### config.mk
export PLATFORM = sky130hd
export DESIGN_NAME = dist_ram_dp
export DESIGN_NICKNAME = d
export VERILOG_FILES = /design/src/rtl/dist_ram_dp.sv
export SDC_FILE = /design/constraint.sdc
export NUM_CORES = 1
export LEC_CHECK = 0
export ABC_CLOCK_PERIOD_IN_PS = 2000
export BUFFER_PORTS_ARGS = -buffer_cell sky130_fd_sc_hd__buf_2
export CORE_ASPECT_RATIO = 1.25
export CORE_UTILIZATION = 45
export CTS_CLUSTER_SIZE = 20
export DETAILED_ROUTE_END_ITERATION = 12
export GPL_TIMING_DRIVEN = 0
export MAX_ROUTING_LAYER = met4
export PLACE_DENSITY = 0.64
export RECOVER_POWER = 50
export SETUP_SLACK_MARGIN = 0.5
export SYNTH_ARGS = -nofsm -noshare
export SYNTH_HDL_FRONTEND = slang
export SYNTH_SLANG_ARGS = --single-unit
### constraint.sdc
create_clock -name CLK -period 2 [get_ports CLK]
set_clock_uncertainty 0.15 [all_clocks]
set_input_delay 0.5 -clock CLK [delete_from_list [all_inputs] [get_ports CLK]]
set_output_delay 0.5 -clock CLK [all_outputs]
set_load 0.1 [all_outputs]
### src/rtl/dist_ram_dp.sv
// Dual-port distributed RAM: one synchronous write port, two asynchronous read ports
// and a registered copy of DPO. A sequencer fills the array with CLR_VAL after reset or on CLR.
module dist_ram_dp #(
    parameter int unsigned            WIDTH   = 8,
    parameter int unsigned            AWIDTH  = 4,
    parameter logic [WIDTH-1:0]       CLR_VAL = {WIDTH{1'b0}}
) (
    input  logic              CLK,
    input  logic              RST_N,
    input  logic [AWIDTH-1:0] A,
    input  logic [WIDTH-1:0]  D,
    input  logic              WE,
    input  logic [AWIDTH-1:0] DPRA,
    input  logic              CLR,
    output logic [WIDTH-1:0]  SPO,
    output logic [WIDTH-1:0]  DPO,
    output logic [WIDTH-1:0]  DPO_R,
    output logic              BUSY
);

    localparam int unsigned       DEPTH    = 2 ** AWIDTH;
    localparam logic [AWIDTH-1:0] LAST_ADR = AWIDTH'(DEPTH - 1);
    localparam logic [AWIDTH-1:0] ONE      = AWIDTH'(1);

    typedef enum logic [0:0] {
        ST_IDLE  = 1'b0,
        ST_CLEAR = 1'b1
    } state_t;

    state_t              state_r;
    state_t              state_nxt_s;
    logic [AWIDTH-1:0]   cnt_r;
    logic [AWIDTH-1:0]   cnt_nxt_s;
    logic [WIDTH-1:0]    dpo_r;
    logic                mem_we_s;
    logic [AWIDTH-1:0]   mem_adr_s;
    logic [WIDTH-1:0]    mem_dat_s;
    logic [WIDTH-1:0]    mem_r [DEPTH];

    // Next-state logic and the single write port shared by the sequencer and the user.
    always_comb begin
        state_nxt_s = state_r;
        cnt_nxt_s   = cnt_r;
        mem_we_s    = 1'b0;
        mem_adr_s   = A;
        mem_dat_s   = D;
        case (state_r)
            ST_IDLE: begin
                cnt_nxt_s = {AWIDTH{1'b0}};
                if (CLR) begin
                    state_nxt_s = ST_CLEAR;
                end else begin
                    state_nxt_s = ST_IDLE;
                    mem_we_s    = WE;
                end
            end
            ST_CLEAR: begin
                mem_we_s  = 1'b1;
                mem_adr_s = cnt_r;
                mem_dat_s = CLR_VAL;
                cnt_nxt_s = cnt_r + ONE;
                if (cnt_r == LAST_ADR) begin
                    state_nxt_s = ST_IDLE;
                end else begin
                    state_nxt_s = ST_CLEAR;
                end
            end
            default: begin
                state_nxt_s = ST_CLEAR;
                cnt_nxt_s   = {AWIDTH{1'b0}};
            end
        endcase
    end

    // Sequencer state, clear counter and registered DPO copy.
    always_ff @(posedge CLK or negedge RST_N) begin
        if (!RST_N) begin
            state_r <= ST_CLEAR;
            cnt_r   <= {AWIDTH{1'b0}};
            dpo_r   <= {WIDTH{1'b0}};
        end else begin
            state_r <= state_nxt_s;
            cnt_r   <= cnt_nxt_s;
            dpo_r   <= DPO;
        end
    end

    // Array has no reset; writes are suppressed while reset is held.
    always_ff @(posedge CLK) begin
        if (mem_we_s && RST_N) begin
            mem_r[mem_adr_s] <= mem_dat_s;
        end
    end

    assign SPO   = mem_r[A];
    assign DPO   = mem_r[DPRA];
    assign DPO_R = dpo_r;
    assign BUSY  = (state_r == ST_CLEAR);

endmodule

Yosys cells after proc, flatten, opt, wreduce, memory -nomap -nowiden --
Memories as Yosys holds them, arrays and structs flattened. Index checks and enable logic that the tools add are counted.
Cells by class: $add $sub $neg 1, equality and inequality tests 1, muxes and demuxes 10, bitwise gates (word level) 1, reduce and logical (&&, ||, !) cells 1
Operator list (number):
- $mux 8 | 1
- $pmux 4 s2 | 1
- $mux 1 | 5
- $add 4x1->4 const B | 1
- $eq 4x4->1 const B | 1
- $mux 4 | 1
- $pmux 1 s2 | 2
- $logic_and 1x1->1 | 1
- $not 1->1 | 1
Storage, ports and cells: flip-flop bits (word level) 13, RAM bits 128, input bits 20, output and inout bits 25, logic and storage cells 18, memories 1
Memories:
- mem_r | depth 16, bits a word 8, read ports 2, clocked after Yosys merged registers in 0, wr ports 1, RTL line 38 | logic [WIDTH-1:0] mem_r [DEPTH];

Logic depth before layout (Yosys ltp) --
Gate-level depths: netlist of run 1.
depth in word-level cells 5, depth in mapped cells 6, mapped depth without buffers 4

Worst setup path after synthesis of run 1 --
No wires, ideal clock.
path kind input to output, from in A[1], to out SPO[0], arrival time 3.294 ns, path slack -1.944 ns, stages on the path 5, path buffers 2, cell sequence buf_6 > buf_4 > mux4_2 > mux2i_1 > o21ai_0
Between the ends: cells in the longest elaborated chain, start to end 1
RTL lines:
- from (decl) | RTL line 10 | input logic [AWIDTH-1:0] A,
- $mem_v2 16x8
- to (decl) | RTL line 15 | output logic [WIDTH-1:0] SPO,
No other way between the ends.

Worst setup path in the final report of run 1 --
from in DPRA[0], to out DPO[3]
Between the ends: cells in the longest elaborated chain, start to end 1
RTL lines:
- from (decl) | RTL line 13 | input logic [AWIDTH-1:0] DPRA,
- $mem_v2 16x8
- to (decl) | RTL line 16 | output logic [WIDTH-1:0] DPO,
No other way between the ends.

==> flow_metrics.py, run 1 <==
metrics = {
    "floorplan": {
        "die_h_um": 137.3,
        "die_area_um2": 15140,
        "row_count": 49,
        "start_util": 0.4595,
        "io_pins": 45,
        "die_w_um": 110.3,
        "fp.coreArea_um2": 14350,
    },
    "cells_and_area": {
        "drive_gt1_frac": 0.6053,
        "layout_commonest_cell": "edfxtp_1",
        "diodes": 0,
        "final_cell_mix": "128 x edfxtp_1, 48 x mux4_2, 44 x buf_12",
        "multi_input_area_um2": 2870,
        "syn_to_final_growth_pct": 49.97,
        "nets": 540,
        "n_fill_cell": 918,
        "regArea_um2": 4184,
        "postLayoutCoreUtil": 0.6892,
    },
    "timing": {
        "clock.fmax_mhz": 376.6,
        "setup_ws_ps": -655.4,
        "worst_pin_slew_ps": 906.4,
        "slew_headroom": 0.3957,
        "tns_ps": -90490,
        "setup-violations-final": 273,
        "finalHoldViolCount": 0,
        "drv_slew": 0,
        "post-route-period-util": 1.328,
        "rsz0062_at_grt": "true",
        "min_period_ps": 2655,
    },
    "power": {
        "power.switching_mw": 3.633,
        "power.internal_mw": 7.404,
        "p_per_area_nw_per_um2": 1116,
        "ir_worst_vdd_uv": 880.4,
        "p_comb_frac": 0.375,
        "swShare": 0.3291,
        "cellLeakagePower_nw": 3.549,
        "seqPwrFrac": 0.357,
        "power.share.clock": 0.268,
    },
    "critical_path": {
        "worst-r2r-setup-slack_ps": -570,
        "end_kind": "primary output",
        "ff2ff_path_depth": 9,
        "crit_path_start_kind": "primary input",
        "reg2reg_from": "BUSY",
        "critPathMaxFanout": 7,
        "cp_data_arrival_time_ps": 2010,
        "r2r_end": "mem_r[14][6]",
        "cp.required_ps": 1350,
        "critical_path_class": "primary input to primary output",
    },
    "synth": {
        "async_flop_share": 0.09220,
        "synth_area_leaders": "edfxtp_1 58%, mux4_2 11%, mux4_1 7.2%",
        "ys_seq_elements": 141,
        "syn-num-nets": 390,
        "synth_top_cell_by_area": "edfxtp_1",
        "synth_top_area_frac": 0.5830,
        "synthFlopType": "edfxtp_1",
        "yosysSeqAreaShare": 0.6326,
        "synth-edff-count": 128,
        "yosys_warnings": 0,
        "synth_area_per_cell_um2": 17.87,
        "syn_area_um2": 6593,
        "synth_cells": 369,
        "synth_cell_types": 34,
    },
    "min_path": {
        "hold_start": "CLR",
        "worstHoldPathCells": 3,
        "hold_end": "BUSY",
        "hold_class": "primary input to register",
    },
    "clock_network": {
        "clk_pin_slew_ps": 60,
        "cts_tree": "done",
        "insertion_delay_ps": 430,
        "clock-sinks": 141,
        "cts_made_buffers": 17,
        "cts_buffer_depth": 2,
        "cts_root_buffer": "clkbuf_16",
        "htreeDepth": 4,
    },
    "drt": {
        "ant_nets": 0,
        "first_pass_iters": 7,
        "vias_per_cell": 6.275,
        "drtIter0Drc": 509,
        "wl_per_cell_um": 30.63,
        "remaining_drc_errors": 0,
        "highest_layer": "met4",
        "drt_wl_total_um": 21750,
        "via_count": 4455,
        "drt-met1-wl_um": 7438,
        "routed-wl-met2_um": 11620,
        "wl_met3_um": 1903,
    },
    "job": {
        "cap_violations": 0,
    },
    "global_route": {
        "grt_start_max_net_pins": 17,
        "grtUsageTotal": 0.2980,
        "antenna_found_initial": 0,
        "first_global_vias": 4571,
        "grt_first_pass_wirelength_um": 28750,
        "gr-total-overflow": 0,
    },
    "placed_design": {
        "hpwl_um": 11510,
        "port_buffers": 39,
        "gp_congestion": 0.8007,
    },
    "status": {
        "violations": "negative setup slack",
        "status": "finished with violations",
    },
}
==> critical path, stage by stage <==
cell and delay, ps:
buf_16 140, buf_16 140, mux4_2 500, a22oi_1 410, nand2_4 120, buf_12 180
==> metrics by stage <==
| stage | total power [mW] | hold WS [ps] | worst slack (ps) | instances | area [um^2] |
|---|---|---|---|---|---|
| 2_1_floorplan | 5.915 | 54.41 | -400.0 | 369 | 7109 |
| 3_3_place_gp | 6.453 | 301.0 | -1015 | 586 | 7527 |
| 3_5_place_dp | 6.491 | 298.5 | -1045 | 586 | 7527 |
| 4_1_cts | 10.61 | 219.2 | -669.6 | 685 | 9544 |
| 5_1_grt | 11.33 | 220.0 | -686.7 | 710 | 9887 |
| 6_report | 11.04 | 231.7 | -655.4 | 710 | 9887 |
==> worst max path at each step <==
stage	startpoint	endpoint	slack, ps	depth (start not counted)
final	DPRA[0]	DPO[3]	-660	6
after global routing	mem_r[2][7]	DPO[7]	-690	4
after CTS	mem_r[2][7]	DPO[7]	-670	4
after detailed placement	DPRA[2]	DPO[4]	-1050	5
after global placement	DPRA[2]	DPO[4]	-1020	5
after floorplan	A[1]	SPO[0]	-400	5
==> power groups by stage <==
| stage | combinational (mW) | clock [mW] | sequential (mW) |
|---|---|---|---|
| 2_1_floorplan | 1.78 | 0 | 4.14 |
| 3_3_place_gp | 2.50 | 0 | 3.96 |
| 3_5_place_dp | 2.52 | 0 | 3.97 |
| 4_1_cts | 3.71 | 2.96 | 3.94 |
| 5_1_grt | 4.26 | 3.11 | 3.97 |
| 6_report | 4.14 | 2.95 | 3.94 |
==> area by class of cell <==
type,count,area share
timing repair buffer,131,0.1721
sequential,141,0.4232
buffer,26,0.03543
tap,178,0.02253
clock inverter,9,0.009618
clock buffer,23,0.04531
multi-input combinational,200,0.2903
inverter,2,0.001519
==> cells in the mapped netlist (6+ instances only) <==
master,count
dfrtp_1,12
nor2b_1,13
nor2_1,22
mux4_2,31
clkbuf_1,6
edfxtp_1,128
mux4_1,18
a22oi_1,32
o21ai_0,8
nand3_1,8
nand2_1,10
buf_2,8
mux2i_1,37
==> kinds of logic (layout without fill, tap and decap cells) <==
group           after synthesis  in the layout  share of synthesized area
flops                       141            141                     0.6326
mux                          87             87                     0.2376
simple gates                 63             63                    0.04745
compound gates               47             47                    0.04954
buf+inv                      28            191                    0.02828
xor+xnor                      2              2                   0.002658
fa+ha+maj                     1              1                   0.001898
==> timing repair <==
item,4_1_cts,5_1_grt
hold buffers,2,0
resized for setup,163,45
endpoints found under the hold margin,12,0
gates cloned,3,6
endpoints found under the setup margin,277,304
pin swaps,39,24
buffers inserted,62,19
==> metal layers <==
metal / global-route usage / vias up
li1: - / 1826
met1: 0.3528 / 2297
met2: 0.4827 / 281
met3: 0.06197 / 51
met4: 0.1477 / 0
met5: - / -
==> state kept, by name (all words and copies together) (netlist names) <==
| name | flops |
|---|---|
| cnt_r | 4 |
| mem_r | 128 |
| DPO_R | 8 |
| BUSY | 1 |
Note: power is estimated with default switching activity, not from simulation.
==> inputs of run 2 (changes only) <==
--- a/config.mk
+++ b/config.mk
@@ -15,7 +15,7 @@
 export MAX_ROUTING_LAYER = met4
 export PLACE_DENSITY = 0.64
 export RECOVER_POWER = 50
-export SETUP_SLACK_MARGIN = 0.5
+export SETUP_SLACK_MARGIN = 0.05
 export SYNTH_ARGS = -nofsm -noshare
 export SYNTH_HDL_FRONTEND = slang
 export SYNTH_SLANG_ARGS = --single-unit
==> run 2 against run 1 <==
The flow still finishes with violations (negative setup slack). Sequential power about the same. Die area unchanged. Design area down 6.7%. Worst setup slack better by 38 ps. Critical path depth down 2. Utilization down 4.6 points.
==> flow_metrics.py, run 2 (same netlist as run 1, synthesis figures left out) <==
metrics = {
    "status": {
        "status": "finished with violations",
        "violations": "negative setup slack",
    },
    "critical_path": {
        "reg2reg_from": "BUSY",
        "critPathMaxFanout": 2,
        "end_kind": "primary output",
        "slowest_stage": "mux4_4",
        "cp_data_arrival_time_ps": 1970,
        "worst-r2r-setup-slack_ps": -530,
        "cp_cell_sequence": "mux4_4, a22oi_2, nand2_4, buf_12",
        "cp.required_ps": 1350,
        "crit_path_start_kind": "register",
        "cp-startpoint": "mem_r[3][7]",
        "critical_path_class": "register to primary output",
        "critPathMaxStageDelay_ps": 620,
    },
    "global_route": {
        "first_global_vias": 4430,
        "grt_start_max_net_pins": 17,
        "antenna_found_initial": 0,
        "grt_first_pass_wirelength_um": 27580,
        "gr-total-overflow": 0,
        "grtUsageTotal": 0.2834,
    },
    "cells_and_area": {
        "final_area_um2": 9224,
        "postLayoutCoreUtil": 0.6429,
        "nets": 497,
        "drive_gt1_frac": 0.5562,
        "diodes": 0,
        "layout_commonest_cell": "edfxtp_1",
        "n_fill_cell": 961,
        "final_cell_mix": "128 x edfxtp_1, 49 x mux4_2, 41 x buf_12",
        "regMostFlops": "mem_r",
        "largest_reg_flops": 128,
        "syn_to_final_growth_pct": 39.91,
    },
    "drt": {
        "vias_per_cell": 6.199,
        "drt_wl_total_um": 18990,
        "via_count": 4135,
        "remaining_drc_errors": 0,
        "ant_nets": 0,
        "first_pass_iters": 5,
        "drtIter0Drc": 280,
        "wl_per_cell_um": 28.47,
    },
    "timing": {
        "drv_slew": 0,
        "setup-violations-final": 257,
        "rsz0062_at_grt": "true",
        "setup_ws_ps": -617.4,
        "slew_headroom": 0.4183,
        "worst_pin_slew_ps": 869.6,
        "clock.fmax_mhz": 382.1,
        "post-route-period-util": 1.309,
        "min_period_ps": 2617,
        "finalHoldViolCount": 0,
    },
    "placed_design": {
        "placed_cell_area_um2": 7441,
        "port_buffers": 39,
        "hpwl_um": 11280,
        "gp_congestion": 0.7952,
    },
    "clock_network": {
        "clock-sinks": 141,
        "cts_tree": "done",
        "clk_pin_slew_ps": 60,
        "htreeDepth": 4,
        "insertion_delay_ps": 430,
        "cts_root_buffer": "clkbuf_16",
        "cts_made_buffers": 17,
        "cts_buffer_depth": 2,
    },
    "min_path": {
        "hold_start": "CLR",
        "hold_class": "primary input to register",
    },
    "floorplan": {
        "die_area_um2": 15140,
        "row_count": 49,
        "die_w_um": 110.3,
        "die_h_um": 137.3,
        "io_pins": 45,
        "start_util": 0.4595,
        "fp.coreArea_um2": 14350,
    },
    "power": {
        "p_per_area_nw_per_um2": 1150,
        "cellLeakagePower_nw": 3.255,
        "ir_worst_vdd_uv": 1011,
    },
    "job": {
        "cap_violations": 0,
    },
}
-- run 2: cell types whose count changed in the layout (fill, tap and decap cells not counted), sizes merged --
cell and change:
clkdlybuf4s25 -2, buf -29, clkbuf -17, clkinvlp +3
dlymetal6s4s -1, dlygate4sd3 +1, bufinv +2
-- run 2: cell type report --
type	count	area (um^2)	share of cell area
clock inverters	14	175.2	0.01899
flip-flops and latches	141	4174	0.4525
repair buffers	89	1096	0.1188
inverters	2	15.01	0.001628
plain buffers	25	295.3	0.03201
multi-input cells	200	2816	0.3053
well taps	178	222.7	0.02415
clock buffers	18	429.2	0.04653
-- run 2: final timing paths --
check / end / cells after the start
max in group asynchronous: DPO_R[5] / 2
min in group asynchronous: BUSY / 2
setup / recovery: DPO[7] / 4
hold reg to reg: cnt_r[0] / 1
hold / removal: BUSY / 3
setup reg to reg: mem_r[4][7] / 9
-- run 2: metal layers --
layer | wire (um) | part of all wire | GRT usage
met5 | 0 | 0 | -
met4 | 791 | 0.042 | 0.1418
met3 | 1295 | 0.068 | 0.06244
met2 | 9625 | 0.51 | 0.4479
met1 | 7274 | 0.38 | 0.3431
-- run 2: worst max-delay path: cells and delay by family, from the launching register on --
| family | cells | cell delay [ps] |
|---|---|---|
| mux | 1 | 620 |
| simple gates | 1 | 90 |
| compound gates | 1 | 280 |
| buf+inv | 1 | 170 |
| flops | 1 | 380 |
-- run 2: report_power, final --
group          internal, mW  leakage [nW]  switching, mW
logic                  1.38          1.62           2.06
clock network          2.06         0.290           1.19
registers              3.72          1.34          0.197
-- run 2: timing repair --
item                       in CTS  in global routing
setup endpoints to repair     257                198
hold endpoints to repair       12                  0
pin swaps                      36                 25
gates resized for setup       143                 12
gates cloned                    1                  0
setup buffers                  43                  6
hold buffers                    2                  0
-- run 2: stage by stage --
stage / total power [mW] / setup WS [ps] / hold WS, ps / setup TNS (ps) / cells
2_1_floorplan: 5.838 / -400.0 / 54.41 / -20770 / 369
3_3_place_gp: 6.367 / -1022 / 321.7 / -106620 / 586
3_5_place_dp: 6.410 / -1041 / 329.4 / -115080 / 586
4_1_cts: 10.58 / -672.0 / 203.8 / -13090 / 663
5_1_grt: 10.91 / -658.6 / 249.5 / -80010 / 667
6_report: 10.60 / -617.4 / 242.4 / -65770 / 667
==> inputs of run 3 (changes only) <==
--- a/config.mk
+++ b/config.mk
@@ -5,6 +5,7 @@
 export SDC_FILE = /design/constraint.sdc
 export NUM_CORES = 1
 export LEC_CHECK = 0
+export ABC_AREA = 1
 export ABC_CLOCK_PERIOD_IN_PS = 2000
 export BUFFER_PORTS_ARGS = -buffer_cell sky130_fd_sc_hd__buf_2
 export CORE_ASPECT_RATIO = 1.25
@@ -13,9 +14,10 @@
 export DETAILED_ROUTE_END_ITERATION = 12
 export GPL_TIMING_DRIVEN = 0
 export MAX_ROUTING_LAYER = met4
-export PLACE_DENSITY = 0.64
+export PLACE_DENSITY = 0.63
 export RECOVER_POWER = 50
 export SETUP_SLACK_MARGIN = 0.05
+export SKIP_CTS_REPAIR_TIMING = 1
 export SYNTH_ARGS = -nofsm -noshare
 export SYNTH_HDL_FRONTEND = slang
 export SYNTH_SLANG_ARGS = --single-unit
==> run 3 against run 2 <==
The run still ends with negative setup slack left. Register-to-register slack better by 430 ps. Clock-buffer cell count stayed put. Sequential share of layout area is 8.1 points lower. Worst setup slack better by 300 ps. Utilization is 5.1 points higher. Die area is 13% higher. First-iteration DRC count grew to 2.5 times the previous value. Sequential cell count stayed put. Synthesized cell count is 140% higher. Worst hold slack worse by 100 ps.
==> flow_metrics.py, run 3 <==
metrics = {
    "synth": {
        "synthFlopType": "edfxtp_1",
        "async_flop_share": 0.09220,
        "synth_top_cell_by_area": "edfxtp_1",
        "syn-num-nets": 912,
        "synth_cells": 891,
        "synth_area_leaders": "edfxtp_1 52%, nand3_1 15%, nand2_1 14%",
        "synth-edff-count": 128,
        "synth_area_per_cell_um2": 8.348,
        "ys_seq_elements": 141,
        "yosysSeqAreaShare": 0.5606,
        "syn_area_um2": 7438,
        "synth.most_common_cell": "nand2_1",
        "yosys_warnings": 0,
        "netlist_top_cells_count": "281 x nand2_1, 226 x nand3_1, 143 x inv_1",
        "synth_top_area_frac": 0.5167,
        "synth_cell_types": 24,
    },
    "cells_and_area": {
        "multi_input_area_um2": 3890,
        "final_cell_mix": "241 x nand2_1, 131 x inv_1, 128 x edfxtp_1",
        "drive_gt1_frac": 0.3719,
        "n_fill_cell": 1165,
        "largest_reg_flops": 128,
        "regMostFlops": "mem_r",
        "syn_to_final_growth_pct": 51.15,
        "layout_commonest_cell": "nand2_1",
        "regArea_um2": 4174,
        "diodes": 0,
        "postLayoutCoreUtil": 0.6940,
        "nets": 1003,
    },
    "clock_network": {
        "cts_buffer_depth": 2,
        "cts_root_buffer": "clkbuf_16",
        "htreeDepth": 4,
        "clock-sinks": 141,
        "clk_pin_slew_ps": 60,
        "insertion_delay_ps": 440,
        "cts_made_buffers": 17,
        "cts_tree": "done",
    },
    "status": {
        "status": "finished with violations",
        "violations": "negative setup slack",
    },
    "critical_path": {
        "crit_path_start_kind": "primary input",
        "slowest_stage": "clkbuf_16",
        "cp_top_family": "buffers and inverters",
        "critPathMaxStageDelay_ps": 170,
        "cp_cell_sequence": "buf_12, inv_8, buf_12, clkbuf_16, nand2_1, nand3_2, nand3_2, nand3_4, nand2_8, buf_12",
        "end_kind": "primary output",
        "cp_data_arrival_time_ps": 1670,
        "critical_path_class": "primary input to primary output",
        "critPathMaxFanout": 5,
        "cpMostUsedCell": "buf_12",
        "cp.required_ps": 1350,
        "cp_num_buf_inv": 5,
    },
    "floorplan": {
        "fp.coreArea_um2": 16200,
        "io_pins": 45,
        "row_count": 52,
        "die_h_um": 145.7,
        "start_util": 0.4591,
        "die_area_um2": 17050,
        "die_w_um": 117.0,
    },
    "power": {
        "p_per_area_nw_per_um2": 1015,
        "ir_worst_vdd_uv": 957.6,
        "cellLeakagePower_nw": 4.860,
        "total_power_mw": 11.41,
    },
    "drt": {
        "drtIter0Drc": 705,
        "remaining_drc_errors": 0,
        "vias_per_cell": 5.649,
        "via_count": 6841,
        "wl_per_cell_um": 22.80,
        "ant_nets": 0,
        "drt_wl_total_um": 27620,
        "first_pass_iters": 6,
    },
    "timing": {
        "clock.fmax_mhz": 431.1,
        "worst_pin_slew_ps": 828.6,
        "rsz0062_at_grt": "true",
        "drv_slew": 0,
        "setup_ws_ps": -319.9,
        "slew_headroom": 0.4458,
        "finalHoldViolCount": 0,
        "setup-violations-final": 95,
        "min_period_ps": 2320,
        "post-route-period-util": 1.160,
    },
    "global_route": {
        "antenna_found_initial": 0,
        "grt_first_pass_wirelength_um": 36920,
        "first_global_vias": 6058,
        "gr-total-overflow": 0,
        "grtUsageTotal": 0.3231,
        "grt_start_max_net_pins": 17,
    },
    "job": {
        "cap_violations": 0,
    },
    "placed_design": {
        "hpwl_um": 17720,
        "gp_congestion": 0.9569,
        "port_buffers": 38,
    },
    "min_path": {
        "hold_class": "primary input to register",
    },
}
==> run 3: cell count changes in the layout (fill, tap and decap cells not counted), sizes merged, moves of 3 or more <==
cell | before | now
nor2 | 22 | 28
inv | 2 | 148
mux2i | 37 | 0
nand3 | 8 | 226
nand2 | 10 | 283
o21ai | 8 | 5
mux4 | 50 | 0
a22oi | 32 | 0
clkbuf | 26 | 34
and2 | 3 | 0
buf | 102 | 105
nor2b | 13 | 0
==> run 3: kinds of logic after synthesis <==
logic type | count (synthesis) | synth area share
AO/OA/AOI/OAI | 8 | 0.006727
flip-flops | 141 | 0.5606
buffers and inverters | 200 | 0.1172
XOR/XNOR | 1 | 0.001178
adder cells (fa/ha/maj) | 1 | 0.001682
AND/OR/NAND/NOR | 540 | 0.3125
==> run 3: path summary, 6_finish.rpt <==
check	startpoint	endpoint	slack, ps	cells past startpoint
setup / recovery	A[0]	SPO[1]	-320	10
hold / removal	CLR	BUSY	140	3
setup reg to reg	BUSY	mem_r[5][3]	-100	8
hold reg to reg	cnt_r[0]	cnt_r[0]	340	1
max in group asynchronous	RST_N	DPO_R[7]	550	2
min in group asynchronous	RST_N	BUSY	480	2
==> run 3: report_power, final <==
group / internal [mW] / switching, mW / total [mW]
combinational: 1.36 / 2.73 / 4.09
sequential: 3.78 / 0.126 / 3.91
clock: 2.19 / 1.23 / 3.42
==> run 3: area by class of cell <==
class | instances | share of cell area
clock inverters | 14 | 0.01769
multi-input cells | 550 | 0.3460
repair buffers | 72 | 0.08858
inverters | 149 | 0.05331
well taps | 216 | 0.02404
plain buffers | 51 | 0.06098
flip-flops and latches | 141 | 0.3712
clock buffers | 18 | 0.03817
==> run 3: per-stage QoR <==
| stage | setup TNS (ps) | instances | hold WS [ps] | instance area, um^2 | setup slack (ps) |
|---|---|---|---|---|---|
| after global routing | -11810 | 1211 | 146.5 | 11240 | -347.9 |
| after global placement | -107960 | 1145 | 300.1 | 8508 | -638.9 |
| after CTS | -60900 | 1178 | -141.5 | 9158 | -676.8 |
| after floorplan | -19410 | 891 | 54.41 | 8048 | -192.4 |
| after detailed placement | -83230 | 1146 | 308.2 | 8529 | -650.9 |
| final | -7471 | 1211 | 141.8 | 11240 | -319.9 |
==> run 3: worst min-delay path, delay by kind of cell <==
kind            cells  cell delay, ps
buf+inv             2             150
compound gates      1              70
==> run 3: metal layers <==
| layer | global-route usage | vias to the layer above | routed length (um) |
|---|---|---|---|
| li1 | - | 3052 | - |
| met1 | 0.4201 | 3211 | 10400 |
| met2 | 0.4737 | 446 | 12590 |
| met3 | 0.05581 | 132 | 2778 |
| met4 | 0.1842 | 0 | 1844 |
| met5 | - | - | 0 |
